File: config.mk
export PLATFORM = sky130hd
export DESIGN_NAME = shift_add_mult_16
export DESIGN_NICKNAME = d
export VERILOG_FILES = /design/src/rtl/shift_add_mult_16.sv
export SDC_FILE = /design/constraint.sdc
export NUM_CORES = 1
export LEC_CHECK = 0
export ABC_AREA = 0
export BUFFER_PORTS_ARGS = -buffer_cell sky130_fd_sc_hd__clkbuf_2
export CORE_MARGIN = 2
export CORE_UTILIZATION = 45
export CTS_CLUSTER_DIAMETER = 120
export DETAILED_ROUTE_END_ITERATION = 8
export GPL_TIMING_DRIVEN = 0
export PLACE_DENSITY = 0.68
export SETUP_SLACK_MARGIN = 0.2
export SYNTH_ARGS = -nofsm -noshare
export SYNTH_HDL_FRONTEND = slang
export SYNTH_SLANG_ARGS = --single-unit
File: constraint.sdc
create_clock -name clk -period 8.51 [get_ports clk]
set_input_delay 0.851 -clock clk [delete_from_list [all_inputs] [get_ports clk]]
set_output_delay 0.851 -clock clk [all_outputs]
set_load 0.03 [all_outputs]
File: src/rtl/shift_add_mult_16.sv
// Sequential 16x16 unsigned shift-and-add multiplier, one iteration per clock.
// The only adder is rca_16, a ripple-carry chain of per-bit full_adder cells.

module full_adder (
    input  logic a,
    input  logic b,
    input  logic ci,
    output logic s,
    output logic co
);
    assign s  = a ^ b ^ ci;
    assign co = (a & b) | (ci & (a ^ b));
endmodule

module rca_16 (
    input  logic [15:0] a,
    input  logic [15:0] b,
    input  logic        c_in,
    output logic [15:0] sum,
    output logic        c_out
);
    logic [16:0] c;

    assign c[0]  = c_in;
    assign c_out = c[16];

    for (genvar i = 0; i < 16; i++) begin : g_bit
        full_adder u_fa (
            .a  (a[i]),
            .b  (b[i]),
            .ci (c[i]),
            .s  (sum[i]),
            .co (c[i+1])
        );
    end
endmodule

module shift_add_mult_16 (
    input  logic        clk,
    input  logic        rst_n,
    input  logic        start,
    input  logic [15:0] a,
    input  logic [15:0] b,
    output logic        busy,
    output logic        done,
    output logic [31:0] product
);
    typedef enum logic [1:0] {
        IDLE = 2'd0,
        RUN  = 2'd1,
        DONE = 2'd2
    } state_t;

    state_t      state;
    logic [15:0] mcand;
    logic [31:0] acc;
    logic [3:0]  cnt;

    logic [15:0] add_b;
    logic [15:0] sum;
    logic        c_out;
    logic [31:0] acc_nxt;

    // Low half of acc holds the remaining multiplier bits; its LSB gates the add.
    assign add_b   = acc[0] ? mcand : 16'h0000;
    // The carry becomes bit 31 before the shift, so the result never overflows.
    assign acc_nxt = {c_out, sum, acc[15:1]};

    rca_16 u_rca (
        .a     (acc[31:16]),
        .b     (add_b),
        .c_in  (1'b0),
        .sum   (sum),
        .c_out (c_out)
    );

    always_ff @(posedge clk or negedge rst_n) begin
        if (!rst_n) begin
            state   <= IDLE;
            busy    <= 1'b0;
            done    <= 1'b0;
            product <= 32'h0;
            mcand   <= 16'h0;
            acc     <= 32'h0;
            cnt     <= 4'd0;
        end else begin
            case (state)
                IDLE: begin
                    done <= 1'b0;
                    if (start) begin
                        mcand <= a;
                        acc   <= {16'h0000, b};
                        cnt   <= 4'd0;
                        busy  <= 1'b1;
                        state <= RUN;
                    end
                end
                RUN: begin
                    acc <= acc_nxt;
                    cnt <= cnt + 4'd1;
                    if (cnt == 4'd15) begin
                        product <= acc_nxt;
                        busy    <= 1'b0;
                        done    <= 1'b1;
                        state   <= DONE;
                    end
                end
                DONE: begin
                    done  <= 1'b0;
                    state <= IDLE;
                end
                default: begin
                    busy  <= 1'b0;
                    done  <= 1'b0;
                    state <= IDLE;
                end
            endcase
        end
    end
endmodule

==> run summary, run 1 <==
Status - completed
Area Overhead vs Synth - 18.1%
Total grt overflow - 0
IO buf count - 68
Die Y - 97.0 um
Max_slew headroom - 41.8%
DR WL/cell - 15.8 um
Crit-path max cell delay - 0.53 ns
CTS Hold Buffers Added - 0
Post-DRT Antenna Nets - 0
Cell mode on critical path - fa_1
CP top delay family - adder cells
Critical Path AT - 7.96 ns
Sequential fraction of the synthesis area - 56.6%
Post-DP HPWL - 5910 um
EDFF count, synth - 0
Clock share of power - 18.7%
Setup TNS - 0 ns
Cell Pwr Density - 359 nW/um^2
Number of antenna diodes - 0
DR vias/cell - 5.22
Worst-margin pin slew - 0.869 ns
Core area - 8300 um^2
Met2 Resource Use GR - 29.0%
WP buf/inv - 4
Initial antenna violation count - 0
Post-CTS Resized - 0
Clock latency at the later pin of the worst-skew pair - 0.36 ns
Unique masters post-synth - 29
Endpoint class of the critical path - flop
Number of H-tree levels - 3
Initial Utilization - 46.9%
Hold Vio Cnt, Final - 0
Syn Inst Count - 325
Final GP Congestion - 0.779
GRT Overall Usage - 18.6%
IO Count - 69
Clock sinks - 88
Clock skew - 0.00828 ns
Max Clk Rate - 129 MHz
RSZ-0062 raised after global routing - no
Reg power frac - 42.6%
First-pass GRT wire length - 13700 um
Met3 usage - 3.18%
Chip width - 97.0 um
Switching share of total power - 38.1%
DRC - 0
Clock slew at reported path FFs - 0.08 ns
Root Buffer - clkbuf_8
Row cnt - 33
Max Cap Viol - 0
Tmin final - 7.75 ns
Fin. max-slew vios - 0
Synthesized Nets - 377
Synth top area share - 56.6%
Slowest CP cell - fa_1
Layer with the highest usage - met2
Critical-path cell list - clkbuf_1 > and2_1 > ha_1 > inv_1 > fa_1 > fa_1 > fa_1 > fa_1 > fa_1 > fa_1 > fa_1 > inv_1 > fa_1 > inv_1 > fa_1 > fa_1 > fa_1 > fa_1 > fa_1 > fa_1 > fa_1 > o21ai_0
DRT iter0 DRCs - 170
Pin count of the biggest net entering global routing - 56
Lkg Pwr - 2.15 nW
Vias - 2683
Area leader, netlist - dfrtp_1
Gate power share - 38.8%
Total Wirelength - 8140 um
Synth Register Bits - 88
Number of buffers created by CTS - 9
Max VDD drop - 0.000140 V
Dominant cell by count in the synthesized netlist - dfrtp_1
Layout cell share with drive strength beyond 1 - 30.1%
M1 GR Usage - 25.9%
Post-synth ARST share - 100%
Layout net count - 457
Die footprint - 9400 um^2
Vias in the first global route - 2723
Final Cycle Share - 91.0%
Crit-path max FO - 8
Net switching power - 0.628 mW
Syn Area/Cell - 12.0 um^2
Drt pass-1 iters - 4
Top post-synthesis cells by count - 88 x dfrtp_1, 64 x o21ai_0, 47 x nand2_1
Netlist Area Pre-Place - 3890 um^2
Longest Clk Path Bufs - 2
Crit Path Category - flop to flop
Crit start category - flop
Final setup fails - 0
Worst hold path class - primary input to asynchronous set/reset pin
Final Total Pwr - 1.65 mW
CTS tree - yes
# Post-CTS Setup Buffers - 0
Internal power - 1.02 mW
Ys Warns - 0
Ranking of synthesized cells by area - dfrtp_1 57%, o21ai_0 8.2%, fa_1 7.7%
Worst path required time - 8.73 ns
Ys flop type - dfrtp_1
state kept, by name (all words and copies together), names as in the netlist:
name,cells
cnt,4
product,32
mcand,16
busy,1
done,1
acc,32
state,2
per-stage QoR:
step	hold WS (ns)	util [%]	setup slack (ns)	std cells	instance area, um^2
global route	0.501	55.3	0.344	514	4590
floorplan	0.450	-	1.30	325	3890
detailed placement	0.471	52.9	0.698	499	4390
global placement	0.463	52.6	0.848	498	4360
finish	0.477	55.3	0.763	514	4590
CTS	0.482	55.3	0.680	514	4590
layer usage:
metal  up-vias  share of wire [%]  wire length, um
li1       1260                  -                -
met1      1345                 48             3900
met2        68                 47             3800
met3        10                3.5              281
met4         0                1.8              149
met5         -                  0                0
power groups by stage:
stage / clock (mW) / sequential (mW) / combinational (mW)
6_report: 0.308 / 0.701 / 0.639
5_1_grt: 0.330 / 0.727 / 0.721
4_1_cts: 0.314 / 0.704 / 0.651
3_5_place_dp: 0 / 0.713 / 0.647
3_3_place_gp: 0 / 0.705 / 0.626
2_1_floorplan: 0 / 0.800 / 0.355
cells by family after synthesis:
group	after synthesis	synth area share (%)
flops	88	56.6
fa+ha+maj	17	8.36
compound gates	87	12.5
buf+inv	40	4.60
simple gates	59	6.72
mux	34	11.2
final timing paths:
| check | slack [ns] | cells after the start | to | startpoint |
|---|---|---|---|---|
| setup / recovery | 0.76 | 22 | product[30] | acc[0] |
| hold / removal | 0.48 | 1 | product[4] | rst_n |
| setup reg to reg | 0.76 | 22 | product[30] | acc[0] |
| hold reg to reg | 0.49 | 2 | acc[27] | acc[27] |
| max in group asynchronous | 7.40 | 2 | mcand[7] | rst_n |
| min in group clk | 0.49 | 2 | acc[27] | acc[27] |
final cells by class:
type | count | area, um^2
Sequential cell | 88 | 2200
Clock inverter | 4 | 70.1
Clock buffer | 11 | 131
Timing Repair Buffer | 69 | 370
Inverter | 20 | 75.1
Fill cell | 745 | 3710
Multi-Input combinational cell | 197 | 1510
Buffer | 20 | 104
Tap cell | 105 | 131
layout by cell type (no fill, tap or decap), types with 2 or more instances in the layout:
cell type / Yosys / routed
dfrtp_1: 88 / 88
clkbuf_1: 13 / 15
clkbuf_8: 0 / 9
mux2_2: 19 / 19
mux2_4: 14 / 14
fa_1: 15 / 15
buf_2: 2 / 2
clkbuf_2: 0 / 67
a22o_1: 2 / 2
a22oi_1: 16 / 16
nor2b_1: 2 / 2
a21oi_1: 2 / 2
and2_1: 2 / 2
ha_1: 2 / 2
inv_1: 20 / 20
nand2b_1: 2 / 2
clkinv_2: 0 / 2
bufinv_16: 0 / 2
buf_6: 3 / 3
nand2_1: 47 / 47
o21ai_0: 64 / 64
(Power assumes the default switching activity.)
==> inputs of run 2 (changes only) <==
Settings changed: BUFFER_PORTS_ARGS -buffer_cell sky130_fd_sc_hd__clkbuf_2 to unset, DONT_BUFFER_PORTS set to 1, PLACE_DENSITY 0.68 to 0.62.
==> run 2 against run 1 <==
Against the previous run: setup slack lost 0.014 ns; maximum frequency decreased by 0.18%; routed wire length shrank 4.0%; die area unchanged; non-clock buffer count fell by 69; combinational power decreased by 32%; clock power down 9.4%; cell count down 13%; clock skew grew 0.0019 ns; count of clock-buffer cells in the layout did not move.
==> run summary, run 2 (synthesis gave the netlist of run 1 again) <==
IO Count - 69 (unchanged)
Number of H-tree levels - 3 (unchanged)
Crit-path max cell delay - 0.54 ns (about the same)
Number of antenna diodes - 0 (unchanged)
Clock skew - 0.0102 ns (+0.00190 ns)
Area Overhead vs Synth - 8.23%
Die footprint - 9400 um^2 (unchanged)
Die Y - 97.0 um (unchanged)
Post-DP HPWL - 5350 um (-9.4%)
Max_slew headroom - 46.2% (+4.3 points)
Final Total Pwr - 1.54 mW (-6.3%)
Layout cell share with drive strength beyond 1 - 16.1% (-14 points)
GRT Overall Usage - 17.6% (-1.0 points)
Tmin final - 7.76 ns (+0.0137 ns)
Vias - 2420 (-9.8%)
Lkg Pwr - 1.83 nW (-15%)
Biggest regs - acc: 32 flops, product: 32 flops, mcand: 16 flops
RSZ-0062 raised after global routing - no
Max Clk Rate - 129 MHz (-0.18%)
Hold Vio Cnt, Final - 0 (unchanged)
Drt pass-1 iters - 4 (unchanged)
Fin. max-slew vios - 0 (unchanged)
Endpoint class of the critical path - flop
Status - completed
Final setup fails - 0 (unchanged)
Clock latency at the later pin of the worst-skew pair - 0.35 ns (about the same)
DR WL/cell - 17.5 um (+11%)
Setup TNS - 0 ns (unchanged)
CTS Hold Buffers Added - 0 (unchanged)
Final Cycle Share - 91.2% (+0.16 points)
Pin count of the biggest net entering global routing - 89 (+59%)
Clock slew at reported path FFs - 0.09 ns (about the same)
Max VDD drop - 0.000148 V (+5.2%)
Crit start category - flop
Root Buffer - clkbuf_8
Critical Path AT - 7.98 ns (+0.02 ns)
Post-DRT Antenna Nets - 0 (unchanged)
Final GP Congestion - 0.746 (-4.2%)
Slowest CP cell - fa_1
Cell Pwr Density - 367 nW/um^2 (+2.2%)
Cell mode on critical path - fa_1
Crit Path Category - flop to flop
DRT iter0 DRCs - 150 (-12%)
Critical-path cell list - clkbuf_1 > and2_1 > ha_1 > inv_1 > fa_1 > fa_1 > fa_1 > fa_1 > fa_1 > fa_1 > fa_1 > inv_1 > fa_1 > inv_1 > fa_1 > fa_1 > fa_1 > fa_1 > fa_1 > fa_1 > fa_1 > o21ai_0
Max Cap Viol - 0 (unchanged)
IO buf count - 0 (-100%)
CTS tree - yes
Number of buffers created by CTS - 9 (unchanged)
# Post-CTS Setup Buffers - 0 (unchanged)
Initial antenna violation count - 0 (unchanged)
Total Wirelength - 7810 um (-4.0%)
Total grt overflow - 0 (unchanged)
Core area - 8300 um^2 (unchanged)
Worst-margin pin slew - 0.804 ns (-0.0649 ns)
Clock sinks - 88 (unchanged)
Longest Clk Path Bufs - 2 (unchanged)
First-pass GRT wire length - 13100 um (-4.2%)
Chip width - 97.0 um (unchanged)
DRC - 0 (unchanged)
Worst path required time - 8.73 ns (about the same)
Crit-path max FO - 8 (unchanged)
Most frequent cells in the layout - 88 x dfrtp_1, 64 x o21ai_0, 47 x nand2_1, 20 x inv_1, 19 x mux2_2
Commonest non-fill, non-tap cell in the layout - dfrtp_1
Row cnt - 33 (unchanged)
DR vias/cell - 5.43 (+3.9%)
Initial Utilization - 46.9% (unchanged)
Layout net count - 388 (-15%)
Post-CTS Resized - 0 (unchanged)
Vias in the first global route - 2524 (-7.3%)
Worst hold path class - primary input to asynchronous set/reset pin
run 2: cell types whose count changed in the layout (fill, tap and decap cells not counted), sizes merged:
cell	before	now
clkbuf	92	24
clkinv	2	1
bufinv	2	1
buf	8	7
clkinvlp	0	3
run 2: cell type report:
class	count	area, um^2
multi-input cells	197	1510
clock inverters	5	57.6
fillers	749	4090
inverters	20	75.1
clock buffers	11	131
well taps	105	131
plain buffers	20	104
flip-flops and latches	88	2200
run 2: layer usage:
layer | global-route usage, % | part of all wire, % | up-vias
li1 | - | - | 1125
met1 | 25.1 | 48 | 1215
met2 | 26.1 | 45 | 70
met3 | 4.55 | 6.4 | 10
met4 | 6.93 | 1.4 | 0
met5 | 0 | 0 | -
run 2: final timing paths:
check                           startpoint    endpoint  slack, ns  depth (start not counted)
worst max-delay path                acc[0]     acc[30]       0.75                         22
worst min-delay path                 rst_n  product[0]       0.19                          0
worst max register to register      acc[0]     acc[30]       0.75                         22
worst min register to register     acc[31]     acc[31]       0.49                          2
max in group asynchronous            rst_n        busy       8.17                          0
min in group clk                   acc[31]     acc[31]       0.49                          2
run 2: power by group:
| part | switching [mW] | leakage [nW] | internal (mW) |
|---|---|---|---|
| registers | 0.233 | 1.12 | 0.595 |
| logic | 0.224 | 0.620 | 0.213 |
| clock network | 0.144 | 0.0856 | 0.135 |
| total | 0.600 | 1.83 | 0.944 |
run 2: stage by stage:
step	hold slack (ns)	utilization [%]	std cells	setup WS (ns)	area [um^2]
global route	0.164	50.7	446	0.349	4210
finish	0.187	50.7	446	0.749	4210
global placement	0.464	48.5	430	0.766	4020
floorplan	0.450	-	325	1.30	3890
CTS	0.175	50.7	446	0.681	4210
detailed placement	0.471	48.5	430	0.729	4020
run 2: critical path, delay by kind of cell (launching register included):
kind                     cells  cell delay [ns]
adder cells (fa/ha/maj)     16             6.47
flip-flops                   1             0.33
buffers and inverters        4             0.56
AO/OA/AOI/OAI                1             0.09
AND/OR/NAND/NOR              1             0.20
==> inputs of run 3 (changes only) <==
Settings changed: ABC_AREA 0 to 1.
==> run 3 against run 2 <==
Against the previous run: first-iteration DRC count decreased by 16%; synthesized area increased by 6.4%; sequential share of layout area decreased by 3.3 points; power increased by 19%; clock power increased by 15%; global-route usage increased by 2.2 points; setup slack improved by 0.043 ns; clock skew decreased by 0.00071 ns; register-to-register slack improved by 0.04 ns.
==> run summary, run 3 <==
Status - completed
Area of the multi-input gates - 1620 um^2 (+7.4%)
Post-layout util - 51.0% (+0.29 points)
Compound-Gate Fraction of Synth Area - 6.56% (-6.0 points)
Largest family of logic cells by synthesized area - simple AND/OR/NAND/NOR gates
Total Wirelength - 9250 um (+18%)
Synth top area share - 53.2% (-3.4 points)
DRC - 0 (unchanged)
Synthesized Nets - 529 (+40%)
CTS Hold Buffers Added - 0 (unchanged)
Sequential fraction of the synthesis area - 53.2% (-3.4 points)
IO buf count - 0 (unchanged)
Ys Warns - 0 (unchanged)
Max Cap Viol - 0 (unchanged)
Fin. max-slew vios - 0 (unchanged)
Post-synth ARST share - 100% (unchanged)
Endpoint class of the critical path - flop
Layout cell share with drive strength beyond 1 - 7.30% (-8.8 points)
Commonest non-fill, non-tap cell in the layout - nand2_1
Ranking of synthesized cells by area - dfrtp_1 53%, nand2_1 16%, fa_1 7.3%
Cell area after layout - 4490 um^2 (+6.7%)
Cell Pwr Density - 408 nW/um^2 (+11%)
Post-DP HPWL - 6570 um (+23%)
Final setup fails - 0 (unchanged)
Crit Path Category - flop to flop
Area Overhead vs Synth - 8.59%
Clock skew - 0.00947 ns (-0.000713 ns)
Row cnt - 34 (+3.0%)
Fillers - 864 (+15%)
Clock sinks - 88 (unchanged)
EDFF count, synth - 0 (unchanged)
Area post-placement - 4270 um^2 (+6.3%)
Core area - 8810 um^2 (+6.1%)
Post-Synth Adder-Cell Area - 7.86% (-0.50 points)
Layout net count - 540 (+39%)
CP Launch Point - acc[0]
Dpl cells - 585 (+36%)
Vias - 3075 (+27%)
IO Count - 69 (unchanged)
Final Cycle Share - 90.7% (-0.50 points)
Hold Vio Cnt, Final - 0 (unchanged)
Net switching power - 0.818 mW (+36%)
Clock slew at reported path FFs - 0.09 ns (about the same)
Final Non-Filler Cells - 601 (+35%)
Worst hold path class - primary input to asynchronous set/reset pin
Most frequent cells in the layout - 175 x nand2_1, 88 x dfrtp_1, 47 x inv_1, 41 x nand3_1, 34 x o21ai_0
Internal power - 1.01 mW (+7.5%)
Biggest regs - acc: 32 flops, product: 32 flops, mcand: 16 flops
Netlist Area Pre-Place - 4140 um^2 (+6.4%)
Critical Path AT - 7.97 ns (about the same)
Worst path required time - 8.76 ns (+0.03 ns)
Lkg Pwr - 2.25 nW (+23%)
DR vias/cell - 5.12 (-5.7%)
DRT iter0 DRCs - 126 (-16%)
Worst Hold Margin - 0.185 ns (-0.00106 ns)
Number of antenna diodes - 0 (unchanged)
Gate power share - 33.9% (+5.6 points)
Worst-margin pin slew - 0.558 ns (-0.246 ns)
Pin count of the biggest net entering global routing - 89 (unchanged)
Vias in the first global route - 3182 (+26%)
Total grt overflow - 0 (unchanged)
Number of buffers created by CTS - 9 (unchanged)
Mux cell area share after synthesis - 0% (-11 points)
CTS tree - yes
Die Y - 99.9 um (+3.0%)
Dominant cell by count in the synthesized netlist - nand2_1
Synth Register Bits - 88 (unchanged)
Chip width - 99.9 um (+3.0%)
Root Buffer - clkbuf_8
Initial antenna violation count - 0 (unchanged)
Die footprint - 9980 um^2 (+6.1%)
Switching share of total power - 44.7% (+5.8 points)
Ys flop type - dfrtp_1
RSZ-0062 raised after global routing - no
Tmin final - 7.72 ns (-0.0426 ns)
Syn Inst Count - 477 (+47%)
Number of H-tree levels - 3 (unchanged)
Clock latency at the later pin of the worst-skew pair - 0.35 ns (about the same)
Area leader, netlist - dfrtp_1
Max_slew headroom - 62.8% (+17 points)
Initial Utilization - 47.0% (+0.12 points)
Crit start category - flop
Post-DRT Antenna Nets - 0 (unchanged)
Post-CTS Resized - 0 (unchanged)
Setup TNS - 0 ns (unchanged)
Final GP Congestion - 0.826 (+11%)
DR WL/cell - 15.4 um (-12%)
Worst flop-to-flop path startpoint - acc[0]
Synth Area in Simple Gates - 24.5% (+18 points)
Max VDD drop - 0.000134 V (-9.4%)
First-pass GRT wire length - 15400 um (+17%)
GRT Overall Usage - 19.8% (+2.2 points)
XOR/XNOR Fraction of Synth Area - 0.212% (+0.21 points)
Longest Clk Path Bufs - 2 (unchanged)
Crit-path max FO - 8 (unchanged)
Clock share of power - 17.5% (-0.6 points)
Register area - 2200 um^2 (unchanged)
Top post-synthesis cells by count - 175 x nand2_1, 88 x dfrtp_1, 47 x inv_1
# Post-CTS Setup Buffers - 0 (unchanged)
Drt pass-1 iters - 4 (unchanged)
Syn Area/Cell - 8.67 um^2 (-28%)
Reg power frac - 48.6% (-5.0 points)
Unique masters post-synth - 21 (-28%)
Max Clk Rate - 130 MHz (+0.55%)
-- run 3: cell types whose count changed in the layout (fill, tap and decap cells not counted), moves of 7 or more --
cell      delta
o22ai_1     +13
nand3_1     +40
nor2_1      +16
o21ai_0     -30
nand2_1    +128
inv_1       +27
buf_2       +10
a22oi_1     -16
mux2_4      -14
nand3b_1     +7
mux2_2      -19
-- run 3: layer usage --
metal | routed length (um) | track usage, % | vias up | share of wire, %
met4 | 116 | 6.53 | 0 | 1.3
li1 | - | - | 1514 | -
met5 | 0 | 0 | - | 0
met2 | 4170 | 30.4 | 77 | 45
met1 | 4370 | 27.8 | 1473 | 47
met3 | 599 | 5.22 | 11 | 6.5
-- run 3: layout make-up --
cell class,instances,area share [%]
multi-input combinational,313,36.1
inverter,47,3.93
tap,108,3.01
clock buffer,9,2.76
clock inverter,7,2.14
sequential,88,49.0
buffer,29,3.09
-- run 3: critical path, cell delays in order (launching register included) --
cell	delay, ns
dfrtp_1	0.34
clkbuf_1	0.39
nand2_1	0.09
inv_1	0.08
ha_1	0.14
inv_1	0.05
fa_1	0.40
fa_1	0.43
fa_1	0.43
fa_1	0.43
fa_1	0.42
fa_1	0.43
fa_1	0.39
inv_1	0.08
fa_1	0.18
inv_1	0.06
fa_1	0.41
fa_1	0.43
fa_1	0.43
fa_1	0.43
fa_1	0.43
fa_1	0.43
fa_1	0.54
inv_1	0.07
nand2_1	0.07
nand2_1	0.05
-- run 3: final timing paths --
path / depth (start not counted) / endpoint / slack (ns)
max: 25 / product[30] / 0.79
min: 0 / product[11] / 0.19
max reg2reg: 25 / product[30] / 0.79
min reg2reg: 2 / mcand[14] / 0.48
max in group asynchronous: 0 / acc[30] / 8.22
min in group clk: 2 / mcand[14] / 0.48
-- run 3: per-stage QoR --
stage	power, mW	setup WS [ns]
floorplan	1.35	1.26
global placement	1.51	0.785
detailed placement	1.53	0.703
CTS	1.85	0.694
global route	1.99	0.442
finish	1.83	0.792
-- run 3: logic make-up after synthesis --
group | after synthesis
AND/OR/NAND/NOR | 244
flip-flops | 88
buffers and inverters | 76
AO/OA/AOI/OAI | 51
adder cells (fa/ha/maj) | 17
XOR/XNOR | 1
-- run 3: power groups by stage --
| stage | Combinational, mW | Sequential (mW) | Clock [mW] |
|---|---|---|---|
| final | 0.622 | 0.890 | 0.320 |
| after detailed placement | 0.627 | 0.901 | 0 |
| after CTS | 0.630 | 0.894 | 0.325 |
| after floorplan | 0.486 | 0.863 | 0 |
| after global routing | 0.734 | 0.916 | 0.341 |
| after global placement | 0.612 | 0.895 | 0 |
